==> config.mk <==
export PLATFORM = sky130hd
export DESIGN_NAME = stream_word_packer_flat
export DESIGN_NICKNAME = d
export VERILOG_FILES = /design/src/rtl/stream_word_packer_if.sv /design/src/rtl/stream_word_packer.sv /design/src/flat_wrapper.sv
export SDC_FILE = /design/constraint.sdc
export NUM_CORES = 1
export LEC_CHECK = 0
export ABC_AREA = 0
export CORE_MARGIN = 5
export CORE_UTILIZATION = 50
export CTS_CLUSTER_SIZE = 20
export DETAILED_ROUTE_END_ITERATION = 16
export GPL_TIMING_DRIVEN = 0
export PLACE_DENSITY_LB_ADDON = 0.15
export SETUP_SLACK_MARGIN = 0.5
export SLEW_MARGIN = 20
export SYNTH_ARGS = -nofsm -noshare
export SYNTH_HDL_FRONTEND = slang
export SYNTH_SLANG_ARGS = --single-unit
==> constraint.sdc <==
create_clock -name clk -period 2.7 [get_ports clk]
set_input_delay 0.27 -clock clk [delete_from_list [all_inputs] [get_ports clk]]
set_output_delay 0.27 -clock clk [all_outputs]
set_load 0.005 [all_outputs]
==> src/rtl/stream_word_packer_if.sv <==
// Handshake bundle around the word packer: narrow input stream in,
// wide packed stream out. The packer takes the slave view and the
// surrounding logic takes the master view.
interface stream_word_packer_if #(
    parameter int Width = 8,
    parameter int Ratio = 4
);
    logic [Width-1:0]       in_data;
    logic                   in_last;
    logic                   in_valid;
    logic                   in_ready;
    logic [Width*Ratio-1:0] out_data;
    logic [Ratio-1:0]       out_keep;
    logic                   out_last;
    logic                   out_valid;
    logic                   out_ready;

    modport master (
        output in_data, in_last, in_valid, out_ready,
        input  in_ready, out_data, out_keep, out_last, out_valid
    );

    modport slave (
        input  in_data, in_last, in_valid, out_ready,
        output in_ready, out_data, out_keep, out_last, out_valid
    );
endinterface

==> src/rtl/stream_word_packer.sv <==
// Width upsizer: packs Ratio consecutive Width-bit words into one wide word.
// A last flag closes a packet early; the partial word goes out with a
// contiguous keep mask starting at lane 0 and zeroed upper lanes.

// One accumulator lane: holds a word and its keep bit until the packet closes.
module stream_word_packer_lane #(
    parameter int Width = 8
) (
    input  logic             clk,
    input  logic             rst,
    input  logic             load,
    input  logic             clear,
    input  logic [Width-1:0] in_data,
    output logic [Width-1:0] lane_q,
    output logic             keep_q
);
    // Clear has priority: the closing word bypasses the lane straight into the output register.
    always_ff @(posedge clk) begin
        if (rst || clear) begin
            lane_q <= '0;
            keep_q <= 1'b0;
        end else if (load) begin
            lane_q <= in_data;
            keep_q <= 1'b1;
        end
    end
endmodule

module stream_word_packer #(
    parameter int Width = 8,
    parameter int Ratio = 4
) (
    input logic                clk,
    input logic                rst,
    stream_word_packer_if.slave bus
);
    localparam int CountWidth = $clog2(Ratio);

    logic [CountWidth-1:0]         cnt;
    logic                          accept;
    logic                          close_word;
    logic                          at_last_lane;
    logic [Ratio-1:0]              lane_sel;
    logic [Ratio-1:0]              acc_keep;
    logic [Ratio-1:0][Width-1:0]   acc_data;
    logic [Ratio-1:0][Width-1:0]   pack_data;
    logic [Ratio-1:0]              pack_keep;

    logic [Ratio-1:0][Width-1:0]   out_data_q;
    logic [Ratio-1:0]              out_keep_q;
    logic                          out_last_q;
    logic                          out_valid_q;

    // Ready only looks at the output register and out_ready, never at the input word.
    assign bus.in_ready  = !out_valid_q || bus.out_ready;
    assign accept        = bus.in_valid && bus.in_ready;
    assign at_last_lane  = (cnt == CountWidth'(Ratio - 1));
    assign close_word    = accept && (at_last_lane || bus.in_last);

    assign bus.out_data  = out_data_q;
    assign bus.out_keep  = out_keep_q;
    assign bus.out_last  = out_last_q;
    assign bus.out_valid = out_valid_q;

    genvar k;
    generate
        for (k = 0; k < Ratio; k++) begin : g_lane
            assign lane_sel[k] = (cnt == CountWidth'(k));

            stream_word_packer_lane #(.Width(Width)) u_lane (
                .clk     (clk),
                .rst     (rst),
                .load    (accept && lane_sel[k]),
                .clear   (close_word),
                .in_data (bus.in_data),
                .lane_q  (acc_data[k]),
                .keep_q  (acc_keep[k])
            );

            // Lanes above cnt carry no keep bit, so they are forced to zero here.
            assign pack_data[k] = lane_sel[k] ? bus.in_data
                                : (acc_keep[k] ? acc_data[k] : '0);
            assign pack_keep[k] = acc_keep[k] | lane_sel[k];
        end
    endgenerate

    // Lane counter: advances per accepted word, wraps only when a word closes.
    always_ff @(posedge clk) begin
        if (rst) begin
            cnt <= '0;
        end else if (close_word) begin
            cnt <= '0;
        end else if (accept) begin
            cnt <= cnt + CountWidth'(1);
        end
    end

    // Output register: loads on a closing word (even while the old word drains), drops on pure consume.
    always_ff @(posedge clk) begin
        if (rst) begin
            out_data_q  <= '0;
            out_keep_q  <= '0;
            out_last_q  <= 1'b0;
            out_valid_q <= 1'b0;
        end else if (close_word) begin
            out_data_q  <= pack_data;
            out_keep_q  <= pack_keep;
            out_last_q  <= bus.in_last;
            out_valid_q <= 1'b1;
        end else if (out_valid_q && bus.out_ready) begin
            out_valid_q <= 1'b0;
        end
    end
endmodule

==> src/flat_wrapper.sv <==
// flat-port wrapper written by rule: the top's interface ports become plain ports
module stream_word_packer_flat 
#(
    parameter int Width = 8,
    parameter int Ratio = 4
)
  (clk, rst, bus_in_data, bus_in_last, bus_in_valid, bus_out_ready, bus_in_ready, bus_out_data, bus_out_keep, bus_out_last, bus_out_valid);
  stream_word_packer_if #(.Width(Width), .Ratio(Ratio)) bus_i ();
  input logic clk;
  input logic rst;
  input wire logic [$bits(bus_i.in_data)-1:0] bus_in_data;
  input wire logic [$bits(bus_i.in_last)-1:0] bus_in_last;
  input wire logic [$bits(bus_i.in_valid)-1:0] bus_in_valid;
  input wire logic [$bits(bus_i.out_ready)-1:0] bus_out_ready;
  output wire logic [$bits(bus_i.in_ready)-1:0] bus_in_ready;
  output wire logic [$bits(bus_i.out_data)-1:0] bus_out_data;
  output wire logic [$bits(bus_i.out_keep)-1:0] bus_out_keep;
  output wire logic [$bits(bus_i.out_last)-1:0] bus_out_last;
  output wire logic [$bits(bus_i.out_valid)-1:0] bus_out_valid;
  assign bus_i.in_data = bus_in_data;
  assign bus_i.in_last = bus_in_last;
  assign bus_i.in_valid = bus_in_valid;
  assign bus_i.out_ready = bus_out_ready;
  assign bus_in_ready = bus_i.in_ready;
  assign bus_out_data = bus_i.out_data;
  assign bus_out_keep = bus_i.out_keep;
  assign bus_out_last = bus_i.out_last;
  assign bus_out_valid = bus_i.out_valid;
  stream_word_packer #(.Width(Width), .Ratio(Ratio)) u_core (.clk(clk), .rst(rst), .bus(bus_i));
endmodule
Yosys cells after proc, flatten, opt, wreduce, memory -nomap -nowiden

Index checks and enable logic that the tools add are counted.

Register bits: 76
Bits of input ports: 13
Output and inout bits: 39
Word-level logic and storage cells: 48

Add/subtract/negate cells: 1
Equal/unequal tests: 3
Muxes and demuxes: 10
Bitwise operators: 4
Reductions and logical operators: 14

Operators by type and width:

| cell                  | count |
|---|---|
| $mux W8               | 8 |
| $logic_and A1 B1 Y1   | 7 |
| $eq A2 B2 Y1 const B  | 2 |
| $or A1 B1 Y1          | 4 |
| $logic_or A1 B1 Y1    | 3 |
| $add A2 B1 Y2 const B | 1 |
| $eq A2 B1 Y1 const B  | 1 |
| $logic_not A2 Y1      | 1 |
| $mux W1               | 2 |
| $reduce_bool A2 Y1    | 1 |
| $reduce_or A2 Y1      | 1 |
| $logic_not A1 Y1      | 1 |

Longest topological paths before layout

Word-level depth: 5
Gate-level depth with buffers: 7
Mapped depth without buffers: 5

By module

From an unflattened synthesis, not the netlist that was laid out.

Cells, all modules: 354
Area, all modules: 3372.0 um^2

Modules (own cells, without submodules):

| module                  | instances | cells each | area each (um^2) | seq. area each (um^2) |
|---|---|---|---|---|
| stream_word_packer      | 1         | 234        | 2080.7           | 800.8 |
| stream_word_packer_lane | 4         | 30         | 322.8            | 180.2 |

Least setup slack after synthesis

Ideal clock, no wire load.

Path kind: register to register
Start point: reg u_core.cnt[0]
End point: reg u_core.out_keep_q[0] (netlist: u_core.bus.out_keep[0])
Setup time: 0.121 ns
Arrival: 1.395 ns
Path slack: 1.184 ns
Cell stages (with the launch flop): 6
Period minus slack after synthesis: 1.516 ns
Cells stage by stage: dfxtp_1 -> ha_1 -> or2_2 -> nand3_2 -> buf_8 -> mux2_2

Word-level cells in the longest chain between the ends: 3

RTL lines:

| item                   | RTL line                  | source |
|---|---|---|
| from (decl)            | stream_word_packer.sv:39  | `logic [CountWidth-1:0] cnt;` |
| from (signal assigned) | stream_word_packer.sv:94  | `cnt <= cnt + CountWidth'(1);` |
| $eq A2 B2 Y1           | stream_word_packer.sv:57  | `assign at_last_lane = (cnt == CountWidth'(Ratio - 1));` |
| $logic_or A1 B1 Y1     | stream_word_packer.sv:58  | `assign close_word = accept && (at_last_lane \|\| bus.in_last);` |
| $logic_and A1 B1 Y1    | stream_word_packer.sv:58  |  |
| to (signal assigned)   | stream_word_packer.sv:107 | `out_keep_q <= pack_keep;` |
| to (decl)              | stream_word_packer.sv:50  | `logic [Ratio-1:0] out_keep_q;` |

Parallel ways exist; a longest one is shown, timed or not.
A chain may end at the register's enable or synchronous reset.

Worst setup path in the final report

Start point: in bus_out_ready
End point: out bus_in_ready

Word-level cells in the longest chain between the ends: 1

RTL lines:

| item               | RTL line                 | source |
|---|---|---|
| from (decl)        | flat_wrapper.sv:14       | `input wire logic [$bits(bus_i.out_ready)-1:0] bus_out_ready;` |
| $logic_or A1 B1 Y1 | stream_word_packer.sv:55 | `assign bus.in_ready = !out_valid_q \|\| bus.out_ready;` |
| to (decl)          | flat_wrapper.sv:15       | `output wire logic [$bits(bus_i.in_ready)-1:0] bus_in_ready;` |

Every way passes these cells.

==> results.cfg <==
[floorplanning]
dieWidth_um = 93.2
rows = 30
pin_count = 52
die_height_um = 93.2
coreArea_sq_mm = 0.00676
start_util_pct = 51.2
die_area_sq_mm = 0.00868

[synthesis]
ys_types = 41
netlist_area_sq_mm = 0.00346
synth_area_leaders = dfxtp_1 44%, mux2_2 8.8%, mux2i_1 6.9%
avgSynthCellArea_sq_um = 9.39
synth_top_area_share_pct = 44.0
synth_seq_cells = 76
synth_top_cell_by_area = dfxtp_1
synth_warnings = 0
async_flop_share_pct = 0
synth_common_cells = 76 x dfxtp_1, 52 x nand2_1, 36 x a21oi_1
synth_flop_cell = dfxtp_1
synth.most_common_cell = dfxtp_1
syn_nets = 385
syn_inst = 368
synth_edf_count = 0
synth_seq_area_share_pct = 44.0

[sta]
fin_crit_sh_pct = 78.7
setup_viol = 0
fmax_mhz = 471
tightest_slew_ps = 535
holdWs_ps = 185
final_max_slew_viol_count = 0
worst_slack_ps = 576
hold_violations = 0
grt_setup_unrepaired = false
layout_min_cycle_time_ps = 2120
fin_tns_setup_ps = 0
skew_ps = 5.90
slew-limit-headroom_pct = 64.3

[clock_tree]
cts_made_buffers = 9
clock_sinks = 76
cts_resized = 0
holdBufCountCts = 0
cts.clk_slew.worst_paths_ps = 80
cts_tree = yes
clockRootBuffer = clkbuf_8
clock_path_buffers = 2
clock_latency_ps = 350
h-tree-depth = 3
cts_setup_buffers = 0

[worst_setup_path]
start_kind = input pin
worstSetupPathType = in2out
worstSetupEndpointType = primary output
rr_worst_depth = 6
arrival_ps = 1850
rr_startpoint = u_core.cnt[0]
worst-path-max-fanout = 10
ff2ff_setup_slack_ps = 1000
cp_data_required_time_ps = 2430
worstReg2RegEnd = u_core.bus.out_data[31]

[global_routing]
grt_pass1_wl_mm = 14.2
grt-ovfl-total = 0
track_usage_pct = 20.8
grt_pass1_vias = 2863
grt_antenna_before_repair = 0
grt_max_degree = 13

[route]
vias = 2915
dr.first_iter.drc_count = 132
first_pass_iters = 4
wl_per_cell_um = 16.9
drc = 0
avgViaCountPerCell = 5.67
drtAntennaViolNets = 0
wl_mm = 8.69

[placed_design]
pre_cts_ws_ps = 585
portBuffers = 50
finalWeightedCongestion = 0.825
place_hpwl_mm = 5.85

[final_layout]
nets = 446
areaGrowthSynthToFinish_pct = 23.2
n_antenna_cell = 0
fin_util_pct = 63.0
drive_above_1_share_pct = 17.3

[worst_hold_path]
hold_class = in2reg
hold_path_depth = 2
holdPathEnd = u_core.bus.out_valid
holdCritStartpoint = rst

[power_and_ir_drop]
powerDensity_mw_per_mm2 = 548
ir_drop_mv = 0.480
p_leak_nw = 1.68
total_power_w = 0.00233

[job]
maxCapViolations = 0

[run_status]
outcome = completed
how the worst max path moves through the flow:
| stage | from | endpoint | cells past startpoint |
|---|---|---|---|
| floorplan | u_core.cnt[0] | u_core.bus.out_keep[0] | 5 |
| global placement | bus_out_ready | bus_in_ready | 6 |
| detailed placement | bus_out_ready | bus_in_ready | 6 |
| CTS | bus_out_ready | bus_in_ready | 6 |
| global route | bus_out_ready | bus_in_ready | 6 |
| finish | bus_out_ready | bus_in_ready | 6 |
routing by layer:
metal | share of wire [%] | vias to the layer above | GRT usage, %
li1 | - | 1422 | -
met1 | 47 | 1397 | 27.9
met2 | 47 | 83 | 33.4
met3 | 4.4 | 13 | 3.86
met4 | 1.6 | 0 | 7.45
met5 | 0 | - | 0
registers in the layout (all words and copies together) (netlist names):
name                         cells
u_core.bus.out_data             32
u_core.g_lane.u_lane.lane_q     32
u_core.bus.out_keep              4
u_core.g_lane.u_lane.keep_q      4
u_core.cnt                       2
u_core.bus.out_last              1
u_core.bus.out_valid             1
area by class of cell:
class,count,area (sq um)
Multi-Input combinational cell,256,1710
Inverter,5,23.8
Sequential cell,76,1520
Buffer,31,205
Tap cell,80,100
Clock inverter,5,50.0
Fill cell,596,2500
Clock buffer,11,151
Timing Repair Buffer,50,500
cell usage in the layout (no fill, tap or decap), types with 2 or more instances in the layout:
cell / instances
dfxtp_1: 76
nand2_1: 52
clkdlybuf4s50_1: 50
a21oi_1: 36
o21ai_0: 28
mux2_2: 27
nand3_1: 26
mux2i_1: 24
buf_2: 12
clkbuf_8: 11
clkbuf_1: 9
o21a_1: 9
and3b_1: 6
o311a_1: 6
o21bai_1: 6
nor2b_1: 5
ha_1: 4
clkinv_2: 4
inv_1: 3
buf_6: 3
o21ba_2: 3
and2_1: 3
clkbuf_2: 3
nor2_1: 3
a22oi_1: 2
nand4_1: 2
o311ai_0: 2
buf_12: 2
logic make-up after synthesis:
family                     share of synthesized area [%]
and+or+nand+nor                                     14.8
AOI/OAI and AO/OA                                   17.4
DFF                                                 44.0
muxes                                               15.7
adders and majority gates                           1.45
buffers and inverters                               6.62
power breakdown:
group / internal, W / switching (W)
sequential: 0.00115 / 0.0000138
combinational: 0.000127 / 0.000153
clock: 0.000471 / 0.000420
total: 0.00175 / 0.000587
worst max-delay path, stage by stage:
cell and delay, ps:
clkdlybuf4s50_1 500, nor2b_4 50, buf_6 140, clkinv_4 90, buf_2 250, clkdlybuf4s50_1 550
metrics by stage:
| stage | area (sq um) | instances |
|---|---|---|
| detailed placement | 4060 | 498 |
| global route | 4260 | 514 |
| floorplan | 3460 | 368 |
| global placement | 4060 | 498 |
| finish | 4260 | 514 |
| CTS | 4260 | 514 |
No activity file was read; power rests on OpenSTA's default activity.
==> RTL edit 1, RTL diff (config.mk and constraints unchanged) <==
`Ratio` is set to 4 in 3 places; all go to 8.
--- a/src/rtl/stream_word_packer_if.sv
+++ b/src/rtl/stream_word_packer_if.sv
@@ -5,3 +5,3 @@
     parameter int Width = 8,
-    parameter int Ratio = 4
+    parameter int Ratio = 8
 );
--- a/src/rtl/stream_word_packer.sv
+++ b/src/rtl/stream_word_packer.sv
@@ -30,3 +30,3 @@
     parameter int Width = 8,
-    parameter int Ratio = 4
+    parameter int Ratio = 8
 ) (
--- a/src/flat_wrapper.sv
+++ b/src/flat_wrapper.sv
@@ -4,3 +4,3 @@
     parameter int Width = 8,
-    parameter int Ratio = 4
+    parameter int Ratio = 8
 )
Ports: changed (resized bus_out_data and bus_out_keep); port bits go from 52 to 88. No check against the original RTL was run, so the function may have changed too.
==> RTL edit 1 against the unedited design <==
- total power grew 130%
- synthesized cell count grew 97%
- sequential cell count grew 73
- design area grew 96%
- synthesized area grew 90%
- largest cell class unchanged
- setup slack lost 0.038 ns
- clock skew grew 0.0023 ns
- wire length grew to 2.5 times the old value
- critical path type is now reg2reg
- sequential power grew 100%
==> RTL edit 1: results (changes against the unedited design) <==
inv_count: 47  # was 5
rr_worst_depth: 9  # was 6
nFillCells: 1056  # was 596
maxSlewHeadroom: 0.363  # was 0.643
portBuffers: 86  # was 50
hp-class: "reg2reg"  # was in2reg
dp_hpwl_mm: 15.2  # was 5.85 mm
ctsRootBufferMaster: "clkbuf_16"  # was clkbuf_8
clock_buffers: 21  # was 11
routabilityCongestion: 0.905  # was 0.825
ctsResizeCount: 11  # was 0
ant_nets: 0  # unchanged
fin_skew_ns: 0.00825  # was 0.00590 ns
multi_input_cells: 435  # was 256
grt_pass1_vias: 6406  # was 2863
grt_max_degree: 17  # was 13
sh_seq_area: 0.357  # about the same
synth_nets: 743  # was 385
clk_share: 0.0724  # was 0.0473
buffer_area_frac: 0.167  # was 0.166
seq_cells: 149  # was 76
pwr_density_cell_nw_per_um2: 653  # was 548 nW/um^2
htreeDepth: 4  # was 3
status: "finished clean"  # unchanged
routedWlPerCell_um: 21.6  # was 16.9 um
power.static_leakage_nw: 2.69  # was 1.68 nW
ys_seq_area_frac: 0.454  # was 0.440
final_nets: 854  # was 446
vdd_drop_max_uv: 448  # was 480 uV
whs_ns: 0.464  # was 0.185 ns
vias_per_cell: 6.52  # was 5.67
min_from: "u_core.g_lane[7].u_lane.lane_q[4]"  # was rst
path_clk_slew_ns: 0.06  # was 0.08 ns
worstSetupEndpoint: "u_core.bus.out_data[29]"  # was bus_in_ready
taps: 172  # was 80
synth.distinct_cells: 44  # was 41
cts_buffers: 17  # was 9
grtUsageTotal: 0.276  # was 0.208
startpoint: "u_core.cnt[2]"  # was bus_out_ready
drive_gt1_frac: 0.119  # was 0.173
whs_path_depth: 1  # was 2
hold_end: "u_core.g_lane[7].u_lane.lane_q[4]"  # was u_core.bus.out_valid
synth_common_cells: "149 x dfxtp_1, 71 x a31oi_1, 52 x nand3_1"  # was 76 x dfxtp_1, 52 x nand2_1, 36 x a21oi_1
clk_latency_ns: 0.43  # was 0.35 ns
buffers: 185  # was 81
grt_pass1_wl_mm: 34.2  # was 14.2 mm
wl_met3_mm: 2.16  # was 385 um
wl_met2_mm: 10.0  # was 4.08 mm
pre_cts_slack_ns: 0.0794  # was 0.585 ns
dp_cells: 982  # was 498
routed_wl_mm: 22.0  # was 8.69 mm
place_area_sq_um: 7640  # was 4060 sq um
cp.arrival_ns: 2.49  # was 1.85 ns
fin_ws_ns: 0.538  # was 0.576 ns
cp_max_fo: 10  # unchanged
avgSynthCellArea_sq_um: 9.07  # was 9.39 sq um
drt_first_pass_iters: 6  # was 4
wl_met1_mm: 9.07  # was 4.09 mm
synth_area_leaders: "dfxtp_1 45%, a31oi_1 6.8%, a311oi_1 5.5%"  # was dfxtp_1 44%, mux2_2 8.8%, mux2i_1 6.9%
r2r_slack_ns: 0.54  # was 1.00 ns
==> RTL edit 1: kinds of logic after synthesis <==
group / share of synthesized area
muxes: 0.0103
AOI/OAI and AO/OA: 0.305
adders and majority gates: 0.0114
DFF: 0.454
buffers and inverters: 0.0949
and+or+nand+nor: 0.124
==> RTL edit 1: worst max-delay path, cell delays in order (launching register included) <==
cell and delay, ns:
dfxtp_2 0.42, buf_6 0.17, clkbuf_4 0.20, inv_1 0.06, ha_1 0.16, buf_2 0.19
inv_2 0.14, buf_2 0.23, nand3_1 0.15, a311oi_1 0.33
==> RTL edit 1: layer usage <==
layer / up-vias / global-route usage
li1: 3016 / -
met1: 3183 / 0.352
met2: 377 / 0.430
met3: 71 / 0.0750
met4: 0 / 0.136
met5: - / 0
==> RTL edit 1: where the power goes <==
| group | switching [mW] | internal [mW] |
|---|---|---|
| Clock | 0.915 | 1.56 |
| Combinational | 0.393 | 0.270 |
| Sequential | 0.0480 | 2.28 |
==> RTL edit 2, RTL diff (config.mk and constraints unchanged) <==
Without the edit above. Reset style: asynchronous (`rst`), changed in 2 clocked blocks.
--- a/src/rtl/stream_word_packer.sv
+++ b/src/rtl/stream_word_packer.sv
@@ -87,3 +87,3 @@
     // Lane counter: advances per accepted word, wraps only when a word closes.
-    always_ff @(posedge clk) begin
+    always_ff @(posedge clk or posedge rst) begin
         if (rst) begin
@@ -98,3 +98,3 @@
     // Output register: loads on a closing word (even while the old word drains), drops on pure consume.
-    always_ff @(posedge clk) begin
+    always_ff @(posedge clk or posedge rst) begin
         if (rst) begin
Formal check against the unedited RTL: differs if rst is asserted again (counterexample within 4 cycles, from zero or initial values and one cycle with rst high); with rst held inactive, the same outputs for 10 cycles.
==> RTL edit 2 against the unedited design <==
- sequential cell count stayed put
- synthesized area is 3.7% lower
- synthesized cell count is 6.0% lower
- maximum frequency is 0.92% higher
- setup slack better by 0.019 ns
- first-iteration DRC count is 67% higher
- sequential share of layout area is 6.1 points higher
- design area is 3.4% lower
- non-clock buffer count is 4 lower
- wire length is 6.8% lower
- largest cell class is now registers
Power is not compared: it rests on default switching activity, and its combinational part moved more than twofold at a synthesized area within 25%.
==> RTL edit 2: results (changes against the unedited design) <==
slowest_delay_ns: 0.51  # was 0.55 ns
cp.arrival_ns: 1.83  # was 1.85 ns
synth_area_leaders: "dfrtp_1 30%, dfxtp_1 22%, o21ai_0 8.4%"  # was dfxtp_1 44%, mux2_2 8.8%, mux2i_1 6.9%
inv_count: 6  # was 5
r2r_start: "u_core.cnt[0]"  # unchanged
ys_seq_area_frac: 0.517  # was 0.440
routabilityCongestion: 0.830  # was 0.825
drive_gt1_frac: 0.128  # was 0.173
ys.flop_type: "dfrtp_1"  # was dfxtp_1
pre_cts_slack_ns: 0.579  # was 0.585 ns
grt_pass1_wl_mm: 13.9  # was 14.2 mm
sh_seq_area: 0.418  # was 0.357
fin_util: 0.641  # was 0.630
clk_share: 0.0395  # was 0.0473
routed_wl_mm: 8.11  # was 8.69 mm
max_freq_mhz: 475  # was 471 MHz
final_nets: 425  # was 446
multi_input_cells: 238  # was 256
fin_cells: 490  # was 514
buffers: 77  # was 81
synth.distinct_cells: 27  # was 41
die-area_sq_um: 8390  # was 8680 sq um
synth_common_cells: "56 x o21ai_0, 55 x nand2_1, 40 x dfrtp_1"  # was 76 x dfxtp_1, 52 x nand2_1, 36 x a21oi_1
dp_cells: 474  # was 498
hp-class: "in2async"  # was in2reg
status: "finished clean"  # unchanged
worst_pin_slew_ns: 0.518  # was 0.535 ns
whs_ns: 0.228  # was 0.185 ns
place_area_sq_um: 3950  # was 4060 sq um
synthCells: 346  # was 368
buffer_area_frac: 0.162  # was 0.166
vias: 2698  # was 2915
r2r_slack_ns: 0.72  # was 1.00 ns
startpoint: "u_core.bus.out_valid"  # was bus_out_ready
dp_hpwl_mm: 5.54  # was 5.85 mm
## RTL edit 2: cell types whose count changed after synthesis, sizes merged, moves of 24 or more
| cell | delta |
|---|---|
| dfrtp | +40 |
| dfxtp | -40 |
| mux2i | -24 |
| o21ai | +27 |
## RTL edit 2: cell families (layout without fill, tap and decap cells)
family | count (synthesis) | after routing | synth area share
AOI/OAI and AO/OA | 97 | 97 | 0.164
and+or+nand+nor | 105 | 105 | 0.146
muxes | 32 | 32 | 0.108
adders and majority gates | 4 | 4 | 0.0150
buffers and inverters | 32 | 99 | 0.0496
DFF | 76 | 76 | 0.517
## RTL edit 2: routing by layer
| layer | up-vias | global-route usage | part of all wire |
|---|---|---|---|
| met5 | - | 0 | 0 |
| met4 | 0 | 0.0842 | 0.020 |
| met3 | 13 | 0.0314 | 0.058 |
| met2 | 92 | 0.331 | 0.47 |
| met1 | 1269 | 0.287 | 0.45 |
| li1 | 1324 | - | - |
